**config.mk**
```make
export PLATFORM = sky130hd
export DESIGN_NAME = lfsr_rand_gen
export DESIGN_NICKNAME = d
export VERILOG_FILES = /design/src/rtl/lfsr_rand_gen.sv
export SDC_FILE = /design/constraint.sdc
export NUM_CORES = 1
export LEC_CHECK = 0
export ABC_CLOCK_PERIOD_IN_PS = 3000
export BUFFER_PORTS_ARGS = -buffer_cell sky130_fd_sc_hd__buf_4
export CORE_MARGIN = 1.5
export CORE_UTILIZATION = 55
export CTS_CLUSTER_SIZE = 25
export DETAILED_ROUTE_END_ITERATION = 12
export PLACE_DENSITY = 0.79
export REMOVE_ABC_BUFFERS = 1
export SLEW_MARGIN = 40
export SYNTH_ARGS = -nofsm -noshare
export SYNTH_HDL_FRONTEND = slang
export SYNTH_SLANG_ARGS = --single-unit
export TNS_END_PERCENT = 1
```
**constraint.sdc**
```tcl
create_clock -name clk -period 3 [get_ports clk]
set_clock_uncertainty 0.2 [all_clocks]
set_input_delay 0.6 -clock clk [delete_from_list [all_inputs] [get_ports clk]]
set_output_delay 0.6 -clock clk [all_outputs]
set_load 0.005 [all_outputs]
```
**src/rtl/lfsr_rand_gen.sv**
```systemverilog
// Galois LFSR random source with bounded req/valid draw by rejection sampling; LFSR_PERIOD_CNT_EN adds wrap/period.
// Latency req accept -> rand_valid = draws+1 (1 for range 0); req/range are ignored while ready is low.
module lfsr_rand_gen #(
  parameter int               WIDTH        = 10,
  parameter logic [WIDTH-1:0] TAPS         = 10'h204,
  parameter logic [WIDTH-1:0] DEFAULT_SEED = 10'h001,
  parameter int               OUT_W        = 8,
  parameter int               MAX_TRIES    = 4
) (
  input  logic             clk,
  input  logic             rst_n,
  input  logic             en,
  input  logic             load,
  input  logic [WIDTH-1:0] seed,
  input  logic             req,
  input  logic [OUT_W-1:0] range,
  output logic             ready,
  output logic             rand_valid,
  output logic [OUT_W-1:0] rand_out,
  output logic [WIDTH-1:0] state,
  output logic [2:0]       retry_cnt
`ifdef LFSR_PERIOD_CNT_EN
  ,
  output logic             wrap,
  output logic [WIDTH-1:0] period
`endif
);

  typedef enum logic [1:0] {IDLE, DRAW, DONE} fsm_t;

  localparam logic [OUT_W-1:0] ONE_O = OUT_W'(1);

  fsm_t             fsm_q, fsm_d;
  logic [OUT_W-1:0] rng_q, rng_d;
  logic [OUT_W-1:0] msk_q, msk_d;
  logic [OUT_W-1:0] res_q, res_d;
  logic [2:0]       tries_q, tries_d;
  logic [2:0]       cnt_q, cnt_d;
  logic [WIDTH-1:0] lfsr_nxt;
  logic [WIDTH-1:0] seed_eff;
  logic [OUT_W-1:0] cand;
  logic             step;
  logic             last_try;

  // Smallest power of two >= r, minus one: smear the top set bit of r-1 downward.
  function automatic logic [OUT_W-1:0] pow2_mask(input logic [OUT_W-1:0] r);
    logic [OUT_W-1:0] m;
    m = (r == '0) ? '0 : (r - ONE_O);
    for (int i = 1; i < OUT_W; i = i * 2) begin
      m = m | (m >> i);
    end
    return m;
  endfunction

  assign lfsr_nxt = (state >> 1) ^ (state[0] ? TAPS : '0);
  assign seed_eff = (seed == '0) ? DEFAULT_SEED : seed;
  assign step     = !load && ((fsm_q == IDLE && en) || fsm_q == DRAW);
  assign cand     = state[OUT_W-1:0] & msk_q;
  assign last_try = (tries_q + 3'd1) == 3'(MAX_TRIES);

  always_comb begin
    fsm_d   = fsm_q;
    rng_d   = rng_q;
    msk_d   = msk_q;
    res_d   = res_q;
    tries_d = tries_q;
    cnt_d   = cnt_q;
    if (load) begin
      fsm_d = IDLE;
    end else begin
      case (fsm_q)
        IDLE: begin
          if (req) begin
            rng_d   = range;
            msk_d   = pow2_mask(range);
            tries_d = '0;
            if (range == '0) begin
              res_d = '0;
              cnt_d = '0;
              fsm_d = DONE;
            end else begin
              fsm_d = DRAW;
            end
          end
        end
        DRAW: begin
          tries_d = tries_q + 3'd1;
          if (cand < rng_q) begin
            res_d = cand;
            cnt_d = tries_q + 3'd1;
            fsm_d = DONE;
          end else if (last_try) begin
            // cand <= mask < 2*range, so one subtraction lands in [0, range)
            res_d = cand - rng_q;
            cnt_d = tries_q + 3'd1;
            fsm_d = DONE;
          end
        end
        DONE:    fsm_d = IDLE;
        default: fsm_d = IDLE;
      endcase
    end
  end

  always_ff @(posedge clk or negedge rst_n) begin
    if (!rst_n) begin
      fsm_q   <= IDLE;
      rng_q   <= '0;
      msk_q   <= '0;
      res_q   <= '0;
      tries_q <= '0;
      cnt_q   <= '0;
      state   <= DEFAULT_SEED;
    end else begin
      fsm_q   <= fsm_d;
      rng_q   <= rng_d;
      msk_q   <= msk_d;
      res_q   <= res_d;
      tries_q <= tries_d;
      cnt_q   <= cnt_d;
      if (load) begin
        state <= seed_eff;
      end else if (step) begin
        state <= lfsr_nxt;
      end
    end
  end

  assign ready      = (fsm_q == IDLE);
  assign rand_valid = (fsm_q == DONE);
  assign rand_out   = res_q;
  assign retry_cnt  = cnt_q;

`ifdef LFSR_PERIOD_CNT_EN
  logic [WIDTH-1:0] seed_ref;
  logic [WIDTH-1:0] step_cnt;

  assign wrap = step && (lfsr_nxt == seed_ref);

  always_ff @(posedge clk or negedge rst_n) begin
    if (!rst_n) begin
      seed_ref <= DEFAULT_SEED;
      step_cnt <= '0;
      period   <= '0;
    end else if (load) begin
      seed_ref <= seed_eff;
      step_cnt <= '0;
    end else if (step) begin
      if (wrap) begin
        period   <= step_cnt + 1'b1;
        step_cnt <= '0;
      end else begin
        step_cnt <= step_cnt + 1'b1;
      end
    end
  end
`endif

endmodule

```
Yosys cells after proc, flatten, opt, wreduce, memory -nomap -nowiden
Index checks and enable logic that the tools add are counted.
W data, S select, Z words.

word-level totals
  output and inout bits = 23
  flip-flop bits (word level) = 42
  logic and storage cells = 61
  input bits = 23

operators by class
  $lt $le $gt $ge = 1
  bitwise gates (word level) = 6
  equality and inequality tests = 8
  reduce and logical (&&, ||, !) cells = 13
  muxes and demuxes = 23
  $add $sub $neg = 3

operators by type and width
  kind                   count
  $mux W10               4
  $mux W8                5
  $pmux W8 S2            1
  $mux W3                5
  $pmux W3 S2            2
  $logic_not A10 Y1      1
  $mux W2                5
  $xor A9 B10 Y10        1
  $and A8 B8 Y8          1
  $logic_not A8 Y1       1
  $lt A8 B8 Y1           1
  $or A8 B4 Y8           1
  $or A8 B6 Y8           1
  $or A8 B7 Y8           1
  $sub A8 B1 Y8 const B  1
  $sub A8 B8 Y8          1
  $reduce_and A3 Y1      2
  $reduce_and A5 Y1      1
  $ne A4 B3 Y1 const B   1
  $pmux W2 S2            1
  $reduce_bool A2 Y1     2
  $add A3 B1 Y3 const B  1
  $eq A3 B3 Y1 const B   1
  $ne A3 B2 Y1 const B   1
  11 further kinds       12

Logic depth before layout (Yosys ltp)
  word-level depth = 6
  gate-level depth with buffers = 10
  gate-level depth less buffers = 10

Worst setup path after synthesis
No wires, ideal clock.

  path kind = reg2reg
  start = reg state[0]
  end = reg res_q[2], in the netlist rand_out[2]
  path slack = 0.366 ns
  library setup time = 0.121 ns
  stages on the path, launching flop included = 11
  period minus slack after synthesis = 2.634 ns
  buffers on the path = 1
  arrival = 2.313 ns
  required time = 2.679 ns
  cells stage by stage = dfstp_2 > nand2_1 > ha_1 > inv_1 > fa_1 > a211oi_1 > o211ai_2 > and2_1 > clkbuf_1 > mux2_1 > a22o_1

on the way
  cells in the longest elaborated chain, start to end = 5

RTL lines
  item                      line  text
  start: declaration        20    output logic [WIDTH-1:0] state,
  start signal: assignment  124   state <= lfsr_nxt;
  $and A8 B8 Y8 *           58    assign cand = state[OUT_W-1:0] & msk_q;
  $sub A8 B8 Y8             94    res_d = cand - rng_q;
  $mux W8                   92    end else if (last_try) begin
  $mux W8                   88    if (cand < rng_q) begin
  $pmux W8 S2               71    case (fsm_q)
  end signal: assignment    118   res_q <= res_d;
  end: declaration          36    logic [OUT_W-1:0] res_q, res_d;

Mark *: on every way between the ends. The rest lies on a longest branch, timed or not. The select of a mux whose other input is x is not followed.
A chain may end at the register's enable or synchronous reset.

Final worst setup path
  start = reg state[0]
  end = reg cnt_q[1], in the netlist retry_cnt[1]

on the way
  cells in the longest elaborated chain, start to end = 4

RTL lines
  item                                                        line  text
  $and A8 B8 Y8 *                                             58
  $lt A8 B8 Y1 *                                              88
  $ne A3 B2 Y1 (no line) or $mux W3 (tied branches)           n/a
  $reduce_and A5 Y1 (no line) or $pmux W3 S2 (tied branches)  n/a
  end signal: assignment                                      120   cnt_q <= cnt_d;
  end: declaration                                            38    logic [2:0] cnt_q, cnt_d;

Mark *: on every way between the ends. The rest lies on a longest branch, timed or not.

==> key figures <==
Outcome
  • Run status: complete, no violations

Cells and area
  • Area Growth Syn to Fin: 19.5%
  • Share of cells above drive strength 1: 0.215
  • Fillers: 364
  • Finished Cell Area: 3040 um2
  • Nets: 360
  • Final Instance Count excl. Fillers: 378
  • Antenna Cells: 0

Worst hold path
  • Hold Path Class: input pin to asynchronous set/reset pin

Floorplanning
  • Die footprint: 5040 um2
  • Core outline area: 4410 um2
  • Starting density of the core: 0.576
  • Die Span X: 71.0 um
  • Die height: 71.0 um
  • IO Count: 46
  • Num rows: 24

Global routing
  • Vias in the first global route: 2157
  • First-pass GRT wire length: 10100 um
  • Initial antenna violation count: 0
  • Grt total ovfl: 0
  • Largest net degree at the start of global routing: 43
  • Overall routing resource usage: 0.252

Synthesis
  • Synth Register Bits: 42
  • Post-synthesis adder-cell area fraction: 0.0620
  • Mapped Avg Cell Area: 9.15 um2
  • Most common cell in the netlist: dfrtp_1
  • Mux share of post-synthesis cell area: 0.0502
  • Post-synth top flop: dfrtp_1
  • Synth cell types: 58
  • EDFF count, synth: 0
  • Warnings, synthesis: 0
  • Synthesized cell area: 2540 um2
  • Post-synth top area cell: dfrtp_1
  • Synth top area cells: dfrtp_1 40%, ha_1 5.4%, nor2_1 5.3%, o21ai_0 4.5%, nand2_1 3.4%
  • Largest family of logic cells by synthesized area: simple AND/OR/NAND/NOR gates
  • Simple-gate share of the synthesized area: 0.218
  • Post-synth top area share: 0.404
  • Cells after Synth: 278
  • Seq/Total Area, Yosys: 0.414
  • Asr flop ratio synth: 1.00
  • Post-synth top cells: 41 x dfrtp_1, 36 x nor2_1, 23 x nand2_1, 23 x o21ai_0, 19 x inv_1
  • Synth Area in Compound Gates: 0.186
  • Post-synthesis xor/xnor area fraction: 0.0276

Power
  • P per Cell Area: 682 nW/um2
  • Leak Pwr: 1.41 nW
  • VDD IR-drop max: 0.270 mV

Route
  • Top layer in use: met4
  • Wirelength per Cell: 15.6 um
  • Drt initial violations: 118
  • Final wirelength: 5920 um
  • Vias/cell: 5.78
  • DRT Pass-1 Iters: 4
  • Vias: 2183
  • Met2 WL: 2910 um
  • Wl on met1: 2730 um
  • ANT nets after route: 0
  • Metal3 WL: 207 um
  • Drt drc: 0

Placed design
  • Placed Area: 2940 um2
  • IO buf count: 45
  • Placed Cells incl. Taps: 370
  • Hpwl dp: 4620 um
  • DP Worst Slack: 0.224 ns
  • Gp weighted congestion: 0.879

Critical path
  • Worst R2R Path Depth: 10
  • Critical path class: flip-flop to flip-flop
  • Arr. time, crit path: 2.76 ns
  • CP Capture Type: flip-flop
  • CP Launch Point: state[0]
  • Reg-to-reg setup timing slack: 0.22 ns
  • Worst EP required: 2.98 ns
  • FF-to-FF Start: state[0]
  • CP max FO: 7
  • Critical path launch point type: flip-flop
  • R2r endpoint: retry_cnt[1]

Timing
  • Min Tclk post-route: 2.78 ns
  • Slew @ Worst Pin: 0.521 ns
  • Max_slew headroom: 0.653
  • Endpoints failing setup: 0
  • Highest Clock Rate: 360 MHz
  • Worst hold slack: 0.0753 ns
  • TNS Setup: 0 ns
  • Slew Limit Fails: 0
  • Final worst-path cycle share: 0.925
  • Unrepaired setup endpoints after global routing: no
  • Post-route setup slack: 0.224 ns
  • Final Hold Vio Count: 0

Clocking
  • Clock Pin Slew Worst Setup and Hold Paths: 0.08 ns
  • Skew-Pair Late Insertion Delay: 0.30 ns
  • Post-CTS setup buffer count: 0
  • Clk buf depth: 2
  • Clock Sink Count: 42
  • Cts bufs inserted: 5
  • Root buf cell: clkbuf_8
  • H-tree levels: 2
  • Resized cells post-CTS: 0
  • TritonCTS clock tree: yes
  • Hold buffer count at cts: 0

Job
  • Max-cap violations: 0
==> area by class of cell <==
class	count	area, um2	share of cell area
Clock inverter	2	12.5	0.00412
Tap cell	52	65.1	0.0214
Multi-Input combinational cell	208	1390	0.457
Clock buffer	6	82.6	0.0272
Inverter	20	77.6	0.0255
Timing Repair Buffer	48	360	0.119
Sequential cell	42	1050	0.346
==> flip-flops by register name, summed over array words and instances, names as in the netlist <==
name       flops
retry_cnt      3
rng_q          8
tries_q        3
msk_q          8
rand_out       8
fsm_q          2
state         10
==> power by group <==
group          switching [mW]  total (mW)  internal, mW  leakage, nW
sequential             0.0935       0.795         0.701        0.505
clock                   0.201       0.386         0.185       0.0472
combinational           0.463       0.892         0.429        0.858
==> metrics by stage <==
step / power [mW] / util
after floorplan: 1.36 / -
after global placement: 1.67 / 0.667
after detailed placement: 1.69 / 0.667
after CTS: 2.08 / 0.688
after global routing: 2.22 / 0.688
final: 2.07 / 0.688
==> routing by layer <==
layer,GRT usage,up-vias
li1,-,1077
met1,0.330,1046
met2,0.437,52
met3,0.0427,8
met4,0.0629,0
met5,0,-
==> placed cells by master (no fill, tap or decap), types with 2 or more instances in the layout <==
cell type / netlist / final
a21oi_1: 15 / 15
a221o_1: 2 / 2
a22o_1: 4 / 4
and2_1: 10 / 10
and3_1: 5 / 5
buf_4: 0 / 48
clkbuf_8: 0 / 6
dfrtp_1: 41 / 41
ha_1: 11 / 11
inv_1: 19 / 19
mux2_4: 3 / 3
mux2i_1: 6 / 6
nand2_1: 23 / 23
nand2b_1: 3 / 3
nand3_1: 3 / 3
nand4_1: 2 / 2
nor2_1: 36 / 36
nor2b_1: 5 / 5
nor3_1: 5 / 5
nor3b_1: 2 / 2
o211ai_1: 2 / 2
o21ai_0: 23 / 23
o221ai_1: 2 / 2
o22a_1: 2 / 2
o31a_1: 2 / 2
o32ai_1: 2 / 2
o41ai_1: 2 / 2
or4_1: 3 / 3
xnor2_1: 4 / 4
xor2_1: 4 / 4
==> critical path: stages, from the launching register on <==
cell	delay (ns)
dfstp_2	0.57
nand2_1	0.08
ha_1	0.21
inv_1	0.07
fa_1	0.22
a211oi_1	0.12
o211ai_2	0.24
nand2_2	0.14
o31ai_4	0.41
inv_4	0.10
mux2_4	0.31
==> cells by family after synthesis <==
family / Yosys count
and+or+nand+nor: 107
buffers and inverters: 28
DFF: 42
AOI/OAI and AO/OA: 70
xor gates and xnor gates: 8
adders and majority gates: 12
muxes: 11
==> worst max path at each step <==
| stage | endpoint | slack (ns) | cells after the start |
|---|---|---|---|
| after global placement | msk_q[1] | 0.26 | 8 |
| after CTS | retry_cnt[1] | 0.24 | 10 |
| after detailed placement | msk_q[0] | 0.22 | 8 |
| after floorplan | msk_q[0] | 0.22 | 5 |
| final | retry_cnt[1] | 0.22 | 10 |
| after global routing | rand_out[2] | 0.05 | 9 |
(Power assumes the default switching activity.)
